[src/rtl/pc_fetch_ctrl.sv]
// pc_fetch_ctrl -- instruction fetch sequencer for a 16-bit pipeline.
//
// It owns the architectural fetch PC and drives a single-outstanding-access
// instruction memory port. Fetched instructions go to the IF/ID register as a
// one-cycle if_valid pulse. A redirect from EX always wins over every other
// event. A HALT seen in ID stops fetching until the next redirect.
//
// Ports:
//   clk, rst            clock; asynchronous active-high reset
//   redirect            taken branch/jump resolved in EX
//   redirect_pc         branch/jump target (bit 0 forced to zero on use)
//   stall               IF/ID held by the hazard unit; nothing may be delivered
//   halt                HALT decoded in ID
//   imem_done           memory returns imem_instr this cycle
//   imem_instr          returned instruction
//   imem_rd, imem_addr  read request and its address
//   pc                  current fetch PC
//   if_valid            one-cycle pulse; if_instr/if_pc_2 are valid
//   if_instr, if_pc_2   delivered instruction and its address + 2
//   flush               kill younger IF/ID and ID/EX contents (same cycle as redirect)
//   halted              fetch is stopped by HALT
//   err                 one-cycle pulse after a redirect to an odd address
module pc_fetch_ctrl #(
  parameter logic [15:0] RESET_PC = 16'h0000
) (
  input  logic        clk,
  input  logic        rst,
  input  logic        redirect,
  input  logic [15:0] redirect_pc,
  input  logic        stall,
  input  logic        halt,
  input  logic        imem_done,
  input  logic [15:0] imem_instr,
  output logic        imem_rd,
  output logic [15:0] imem_addr,
  output logic [15:0] pc,
  output logic        if_valid,
  output logic [15:0] if_instr,
  output logic [15:0] if_pc_2,
  output logic        flush,
  output logic        halted,
  output logic        err
);

  typedef enum logic [2:0] {
    ST_FETCH   = 3'd0,  // ready to issue a read at pc
    ST_WAIT    = 3'd1,  // read outstanding, result wanted
    ST_DISCARD = 3'd2,  // read outstanding, result to be thrown away
    ST_HOLD    = 3'd3,  // instruction buffered while IF/ID is stalled
    ST_HALT    = 3'd4   // fetch stopped
  } state_t;

  state_t      state_reg, state_next;
  logic [15:0] pc_reg, pc_next;
  logic [15:0] addr_reg, addr_next;       // address of the outstanding access
  logic [15:0] buf_reg, buf_next;         // one-entry instruction buffer
  logic        halt_pend_reg, halt_pend_next;
  logic        if_valid_reg;
  logic [15:0] if_instr_reg, if_pc_2_reg;
  logic        err_reg;

  logic        deliver;
  logic [15:0] deliver_instr;
  logic [15:0] deliver_pc_2;
  logic        rd_raw;
  logic [15:0] pc_plus2;
  logic [15:0] redirect_target;
  logic        halt_go;

  assign pc_plus2        = pc_reg + 16'd2;   // wraps modulo 2^16
  assign redirect_target = {redirect_pc[15:1], 1'b0};
  // A halt seen while an access was still in flight is remembered, so it
  // takes effect after that access has been delivered even if ID drops it.
  assign halt_go         = halt | halt_pend_reg;

  always_comb begin
    state_next     = state_reg;
    pc_next        = pc_reg;
    addr_next      = addr_reg;
    buf_next       = buf_reg;
    halt_pend_next = halt_pend_reg;
    deliver        = 1'b0;
    deliver_instr  = imem_instr;
    deliver_pc_2   = pc_plus2;
    rd_raw         = 1'b0;
    imem_addr      = pc_reg;

    case (state_reg)
      ST_FETCH: begin
        rd_raw         = ~stall & ~redirect & ~halt;
        halt_pend_next = 1'b0;
        if (redirect) begin
          pc_next = redirect_target;
        end else if (halt) begin
          state_next = ST_HALT;
        end else if (rd_raw) begin
          if (imem_done) begin
            deliver = 1'b1;
            pc_next = pc_plus2;
          end else begin
            addr_next  = pc_reg;
            state_next = ST_WAIT;
          end
        end
      end

      ST_WAIT: begin
        rd_raw    = 1'b1;
        imem_addr = addr_reg;
        if (redirect) begin
          pc_next        = redirect_target;
          halt_pend_next = 1'b0;
          state_next     = imem_done ? ST_FETCH : ST_DISCARD;
        end else if (imem_done) begin
          pc_next = pc_plus2;
          if (!stall) begin
            deliver        = 1'b1;
            halt_pend_next = 1'b0;
            state_next     = halt_go ? ST_HALT : ST_FETCH;
          end else begin
            buf_next       = imem_instr;
            halt_pend_next = halt_go;
            state_next     = ST_HOLD;
          end
        end else begin
          halt_pend_next = halt_go;
        end
      end

      ST_DISCARD: begin
        // The old read must complete before a new one may be issued; its
        // data is dropped. A redirect arriving with the completion has
        // nothing left to wait for.
        rd_raw    = 1'b1;
        imem_addr = addr_reg;
        if (redirect) begin
          pc_next = redirect_target;
        end
        if (imem_done) begin
          state_next = ST_FETCH;
        end
      end

      ST_HOLD: begin
        // pc already points past the buffered instruction.
        deliver_instr = buf_reg;
        deliver_pc_2  = pc_reg;
        if (redirect) begin
          pc_next        = redirect_target;
          halt_pend_next = 1'b0;
          state_next     = ST_FETCH;
        end else if (!stall) begin
          deliver        = 1'b1;
          halt_pend_next = 1'b0;
          state_next     = halt_go ? ST_HALT : ST_FETCH;
        end else begin
          halt_pend_next = halt_go;
        end
      end

      ST_HALT: begin
        halt_pend_next = 1'b0;
        if (redirect) begin
          pc_next    = redirect_target;
          state_next = ST_FETCH;
        end
      end

      default: begin
        state_next = ST_FETCH;
      end
    endcase
  end

  always_ff @(posedge clk or posedge rst) begin
    if (rst) begin
      state_reg     <= ST_FETCH;
      pc_reg        <= RESET_PC;
      addr_reg      <= RESET_PC;
      buf_reg       <= 16'h0000;
      halt_pend_reg <= 1'b0;
      if_valid_reg  <= 1'b0;
      if_instr_reg  <= 16'h0000;
      if_pc_2_reg   <= 16'h0000;
      err_reg       <= 1'b0;
    end else begin
      state_reg     <= state_next;
      pc_reg        <= pc_next;
      addr_reg      <= addr_next;
      buf_reg       <= buf_next;
      halt_pend_reg <= halt_pend_next;
      if_valid_reg  <= deliver;
      err_reg       <= redirect & redirect_pc[0];
      if (deliver) begin
        if_instr_reg <= deliver_instr;
        if_pc_2_reg  <= deliver_pc_2;
      end
    end
  end

  // While reset is held no request or flush may leave the block.
  assign imem_rd  = rd_raw & ~rst;
  assign flush    = redirect & ~rst;
  assign pc       = pc_reg;
  assign if_valid = if_valid_reg;
  assign if_instr = if_instr_reg;
  assign if_pc_2  = if_pc_2_reg;
  assign halted   = (state_reg == ST_HALT);
  assign err      = err_reg;

endmodule

[config.mk]
export PLATFORM = sky130hd
export DESIGN_NAME = pc_fetch_ctrl
export DESIGN_NICKNAME = d
export VERILOG_FILES = /design/src/rtl/pc_fetch_ctrl.sv
export SDC_FILE = /design/constraint.sdc
export NUM_CORES = 1
export LEC_CHECK = 0
export ABC_CLOCK_PERIOD_IN_PS = 2700
export BUFFER_PORTS_ARGS = -buffer_cell sky130_fd_sc_hd__buf_2
export CAP_MARGIN = 10
export CORE_MARGIN = 5
export CORE_UTILIZATION = 50
export CTS_BUF_LIST = sky130_fd_sc_hd__clkbuf_8
export DETAILED_ROUTE_END_ITERATION = 8
export PLACE_DENSITY = 0.85
export SYNTH_ARGS = -nofsm -noshare
export SYNTH_HDL_FRONTEND = slang
export SYNTH_SLANG_ARGS = --single-unit
export TNS_END_PERCENT = 10
[constraint.sdc]
create_clock -name clk -period 2.7 [get_ports clk]
set_input_delay 0.54 -clock clk [delete_from_list [all_inputs] [get_ports clk]]
set_output_delay 0.54 -clock clk [all_outputs]
set_load 0.005 [all_outputs]
Word level (Yosys, flattened, before mapping):

Cells that the tools add are included.

* bits of input ports: 38
* output and inout bits: 69
* flip-flop bits (word level): 86
* word-level logic and storage cells: 84

* muxes and demuxes: 39
* reductions and logical operators: 10
* equality and inequality tests: 14
* bitwise logic cells: 11
* add/sub/neg operators: 1

Operators with widths (count)
* two-way mux 16 bit: 9
* case mux 16 bit (3 select lines): 1
* two-way mux 3 bit: 12
* inequality test 3 bit, second input constant: 6
* adder 16 x 2 -> 16 bit, second input constant: 1
* case mux 3 bit (5 select lines): 1
* two-way mux 1 bit: 12
* AND reduction 4 bit: 2
* AND reduction 7 bit: 1
* == test 3 x 2 -> 1 bit, second input constant: 2
* inequality test 2 bit, second input constant: 3
* case mux 1 bit (3 select lines): 2
* nonzero test 3 bit: 2
* AND 1 bit: 5
* NOT 1 bit: 5
* AND reduction 5 bit: 1
* OR reduction 2 bit: 2
* == test 3 x 1 -> 1 bit, second input constant: 1
* == test 3 bit, second input constant: 1
* zero test 3 bit: 1
* OR reduction 3 bit: 1
* two-way mux 2 bit: 1
* inequality test 2 x 1 -> 1 bit, second input constant: 1
* case mux 1 bit (2 select lines): 1
* bitwise OR 1 bit: 1

Logic depth before layout (Yosys ltp):

* depth in word-level cells: 7
* depth in mapped cells: 7
* gate-level depth less buffers: 5

Least setup slack after synthesis:

Ideal clock, no wire load.

* path type: input port to flip-flop
* from: input stall
* to: register addr_reg[11]
* slack: 0.709 ns
* path buffers: 1
* data arrival time: 1.867 ns
* stages on the path: 5
* setup time: 0.125 ns
* required time: 2.575 ns
* cells stage by stage: or2_2 > nand2b_1 > nor2_2 > buf_2 > mux2_2

* word-level cells in the longest chain between the ends: 4

Ends and longest elaborated chain
* from (decl): line 30 `input logic stall,`
* NOT 1 bit: line 90 `rd_raw = ~stall & ~redirect & ~halt;`
* AND 1 bit (2 in series): line 90
* AND reduction 5 bit (no line)
* to (signal assigned): line 189 `addr_reg <= addr_next;`
* to (decl): line 55 `logic [15:0] addr_reg, addr_next;`

No other way between the ends.
A chain may end at the register's enable or synchronous reset.

Worst setup path after layout:

* from: register state_reg[1]
* to: output imem_addr[2]

* word-level cells in the longest chain between the ends: 3
* elaborated cells on any way between the ends: 4
* classes of those cells: eq/ne (2); mux (1); reduce/logical (1)

Ends and longest elaborated chain
* from (decl): line 53 `state_t state_reg, state_next;`
* from (signal assigned): line 187 `state_reg <= state_next;`
* == test 3 x 2 -> 1 bit or == test 3 x 1 -> 1 bit (tied branches): line 88 `case (state_reg)`
* OR reduction 2 bit (no line) *
* two-way mux 16 bit *: line 88
* to (decl): line 35 `output logic [15:0] imem_addr,`

Every way passes the cells marked *; elsewhere a longest branch is shown, timed or not.

==> flow_results.org <==
** Run status
- The flow ran to the end, and the final reports show no timing, DRC or antenna violations.

** STA
- Final setup violation count :: 0
- Worst slew margin relative to its limit :: 0.5197
- For the pin with the worst max-slew slack, the measured transition is 0.7187 ns.
- Setup repair after global routing left no endpoint under its margin.
- Setup TNS Final :: 0 ns
- Final min period :: 2.553 ns
- Dividing the final minimum period by the clock period gives 0.9454.
- Timing would allow up to 0.3918 GHz.
- Final hold violation count :: 0
- Setup WS post-layout :: 0.1475 ns
- Clock skew after layout :: 0.007079 ns
- Count of pins over their slew limit :: 0

** Power
- Worst vdd rail ir drop :: 0.5187 mV
- The share of total power dissipated in combinational logic is 0.427.
- The share of total power dissipated in sequential elements is 0.411.
- Power spread over the standard cell area amounts to 1144 mW/mm^2.
- Of the total power, the share spent switching nets is 0.3910.
- The analysis attributes to cell leakage a power of 2.273 nW.
- The analysis attributes to net switching a power of 0.002292 W.
- Internal power consumption :: 0.003569 W
- Clock network power share :: 0.162

** Logic synthesis
- Average instance area after synthesis :: 10.04 sq um
- Most area-consuming cells after synthesis :: sky130_fd_sc_hd__dfrtp_1 (48%), sky130_fd_sc_hd__mux2_2 (10%), sky130_fd_sc_hd__nand2_1 (4.3%)
- Synthesis inferred 83 register bits.
- Yosys warnings :: 0
- Summed over all instances, the cell type with the most area after synthesis is sky130_fd_sc_hd__dfrtp_1.
- Of the post-synthesis cell area, the dominant cell type holds 0.4800.
- In this run, synthesis inferred 0 flip-flops with an integrated enable.
- Among all flip-flop cells after synthesis, the most frequent one is sky130_fd_sc_hd__dfrtp_1.
- Count of unique library cells instantiated by Yosys :: 57
- Sequential share of the synthesized area :: 0.4800
- Synthesis produced 431 cells.
- Of all flip-flops after synthesis, the portion carrying an async set or reset was 1.000.
- Combined area of all synthesized cells :: 0.004327 sq mm

** Run
- Maxcap violations :: 0

** Drt
- Total Routed Length :: 10.84 mm
- Number of detailed-route iterations in the first pass :: 5
- In this run, the number of DRC markers left after iteration 0 of detailed routing was 268.
- DRC errors left :: 0
- Remaining antenna violation count :: 0
- Vias post-DR :: 3666
- WL per Instance :: 17.12 microns
- Detailed-route vias per instance :: 5.791

** Die
- The floorplan has 34 rows.
- Pin placement for this block handled 107 I/O pins.
- Floorplan die height :: 103.0 microns
- Area of the core region :: 0.008593 sq mm
- Initial core utilization :: 0.5035
- The die is 103.0 microns wide.
- The floorplan step defined a die boundary enclosing 0.01061 sq mm.

** Setup path
- Data arrives at the worst endpoint at 2.01 ns.
- For the worst setup path, the data required time is 2.16 ns.
- The worst setup path is of the register to output port kind.
- Along the worst path, the maximum fanout reaches 15.
- Sort of element at the start of the critical path :: register
- CP endpoint kind :: output port
- FF-to-FF path depth :: 4

** Place
- Routability congestion estimate :: 0.9298
- Prior to clock tree synthesis, the placed netlist has a worst setup slack of 0.4586 ns.
- Post-DP HPWL :: 7.732 mm
- Number of input and output port buffers inserted :: 103

** Clock tree
- The clock passes through at most 2 buffers.
- At the later pin of the worst-skew pair, clock insertion delay measures 0.36 ns.
- The clock tree synthesis step divided the H-tree into 3 levels.
- Sinks on Clock Net :: 83
- Post-CTS Setup Repair Bufs :: 0
- Clock-pin slew was measured on the worst setup and hold paths at 0.09 ns.
- For this design, the CTS-stage hold fixing added 0 buffers.
- TritonCTS built the clock tree.
- The root buffer cell chosen for the clock tree is sky130_fd_sc_hd__clkbuf_8.
- Post-cts repair resize count :: 0
- Number of buffers inserted during clock tree synthesis :: 9

** Min path
- Type of the tightest min-delay check :: primary input to async pin

** Cells and area
- Commonest cells after routing, fill and taps aside :: sky130_fd_sc_hd__buf_2 (103), sky130_fd_sc_hd__dfrtp_1 (82), sky130_fd_sc_hd__nand2_1 (50)
- Fill cells :: 723
- Synth-to-layout area growth :: 18.42%
- Of the cells placed in the final design, the portion with a size suffix greater than 1 is 0.3467.
- Leaving out fill and tap cells, the most frequent cell in the layout is sky130_fd_sc_hd__buf_2.
- At the end of the flow, the number of nets in the layout was 559.
- Antenna Diode Count :: 0

** GRT
- The number of antenna violations at the first check in global routing is 0.
- GRT Residual Overflow :: 0
- Gr usage total :: 0.2109
- Entering global routing, the biggest net connects 64 pins.
- The first global-routing pass estimated 17.24 mm of wire.
- The via count of the first global-routing pass was 3483.
==> final timing paths <==
| check | startpoint | endpoint | slack (ns) |
|---|---|---|---|
| hold reg to reg | addr_reg[4] | addr_reg[4] | 0.49 |
| setup / recovery | state_reg[1] | imem_addr[2] | 0.15 |
| hold / removal | rst | addr_reg[12] | 0.25 |
| min in group clk | redirect_pc[0] | err | 0.39 |
| setup reg to reg | state_reg[1] | pc[13] | 0.37 |
| max in group asynchronous | rst | if_instr[5] | 1.77 |
==> layer usage <==
layer | vias to the layer above | part of all wire | track usage | wire [microns]
met2 | 135 | 0.48 | 0.3320 | 5223
met3 | 10 | 0.085 | 0.06563 | 917
met5 | - | 0 | 0 | 0
li1 | 1716 | - | - | -
met4 | 0 | 0.010 | 0.05777 | 110
met1 | 1805 | 0.42 | 0.2831 | 4586
==> cell type report <==
class | instances | area, sq um | area share
well taps | 108 | 135.1 | 0.02637
multi-input cells | 304 | 2046 | 0.3993
inverters | 8 | 31.28 | 0.006105
clock inverters | 6 | 72.57 | 0.01416
repair buffers | 114 | 623.1 | 0.1216
flip-flops and latches | 83 | 2078 | 0.4056
clock buffers | 10 | 137.6 | 0.02686
==> cells by family after synthesis <==
kind of cell | share of synthesized area
other cells | 0.0008667
compound gates | 0.1431
xor+xnor | 0.02834
flops | 0.4800
fa+ha+maj | 0.002891
mux | 0.1290
buf+inv | 0.04887
simple gates | 0.1669
==> metrics by stage <==
| stage | cells | total power (W) | utilization | hold WS (ns) | cell area [sq um] |
|---|---|---|---|---|---|
| CTS | 633 | 0.005891 | 0.5961 | 0.2615 | 5122 |
| finish | 633 | 0.005861 | 0.5962 | 0.2473 | 5124 |
| detailed placement | 617 | 0.004939 | 0.5716 | 0.4729 | 4912 |
| floorplan | 433 | 0.003933 | - | 0.4522 | 4334 |
| global placement | 617 | 0.004817 | 0.5716 | 0.4617 | 4912 |
| global route | 633 | 0.006307 | 0.5962 | 0.2879 | 5124 |
==> Yosys cell counts (2+ instances only) <==
library cell,number
sky130_fd_sc_hd__clkbuf_1,17
sky130_fd_sc_hd__mux2i_1,4
sky130_fd_sc_hd__o21ai_0,16
sky130_fd_sc_hd__inv_1,8
sky130_fd_sc_hd__o22ai_1,2
sky130_fd_sc_hd__nand2_1,50
sky130_fd_sc_hd__o41ai_1,4
sky130_fd_sc_hd__a21oi_1,20
sky130_fd_sc_hd__o211ai_1,3
sky130_fd_sc_hd__nor2_1,39
sky130_fd_sc_hd__buf_4,5
sky130_fd_sc_hd__o22a_1,3
sky130_fd_sc_hd__mux2_2,40
sky130_fd_sc_hd__nor3b_1,2
sky130_fd_sc_hd__or3_1,2
sky130_fd_sc_hd__nor3_1,5
sky130_fd_sc_hd__xnor2_1,12
sky130_fd_sc_hd__nor4_1,7
sky130_fd_sc_hd__o31ai_1,6
sky130_fd_sc_hd__mux2_1,6
sky130_fd_sc_hd__and4_1,2
sky130_fd_sc_hd__a22o_1,4
sky130_fd_sc_hd__o21ba_2,2
sky130_fd_sc_hd__nand3_1,8
sky130_fd_sc_hd__nor2b_1,2
sky130_fd_sc_hd__nand4_1,5
sky130_fd_sc_hd__a22oi_1,6
sky130_fd_sc_hd__o2bb2ai_1,3
sky130_fd_sc_hd__xor2_1,2
sky130_fd_sc_hd__and3b_1,2
sky130_fd_sc_hd__dfrtp_1,83
sky130_fd_sc_hd__buf_2,15
sky130_fd_sc_hd__nand2b_1,4
sky130_fd_sc_hd__a31oi_1,19
==> power groups by stage <==
| stage | combinational [W] | clock, W | sequential (W) |
|---|---|---|---|
| 2_1_floorplan | 0.00171 | 0 | 0.00222 |
| 3_5_place_dp | 0.00251 | 0 | 0.00243 |
| 4_1_cts | 0.00254 | 0.000954 | 0.00240 |
| 6_report | 0.00250 | 0.000949 | 0.00241 |
| 3_3_place_gp | 0.00244 | 0 | 0.00238 |
| 5_1_grt | 0.00279 | 0.00101 | 0.00251 |
==> worst max-delay path: stages (launching register included) <==
cell                      delay, ns
sky130_fd_sc_hd__dfrtp_1       0.64
sky130_fd_sc_hd__xnor2_1       0.12
sky130_fd_sc_hd__nor2_1        0.18
sky130_fd_sc_hd__buf_4         0.21
sky130_fd_sc_hd__mux2_2        0.36
sky130_fd_sc_hd__buf_2         0.13
(Power assumes the default switching activity.)
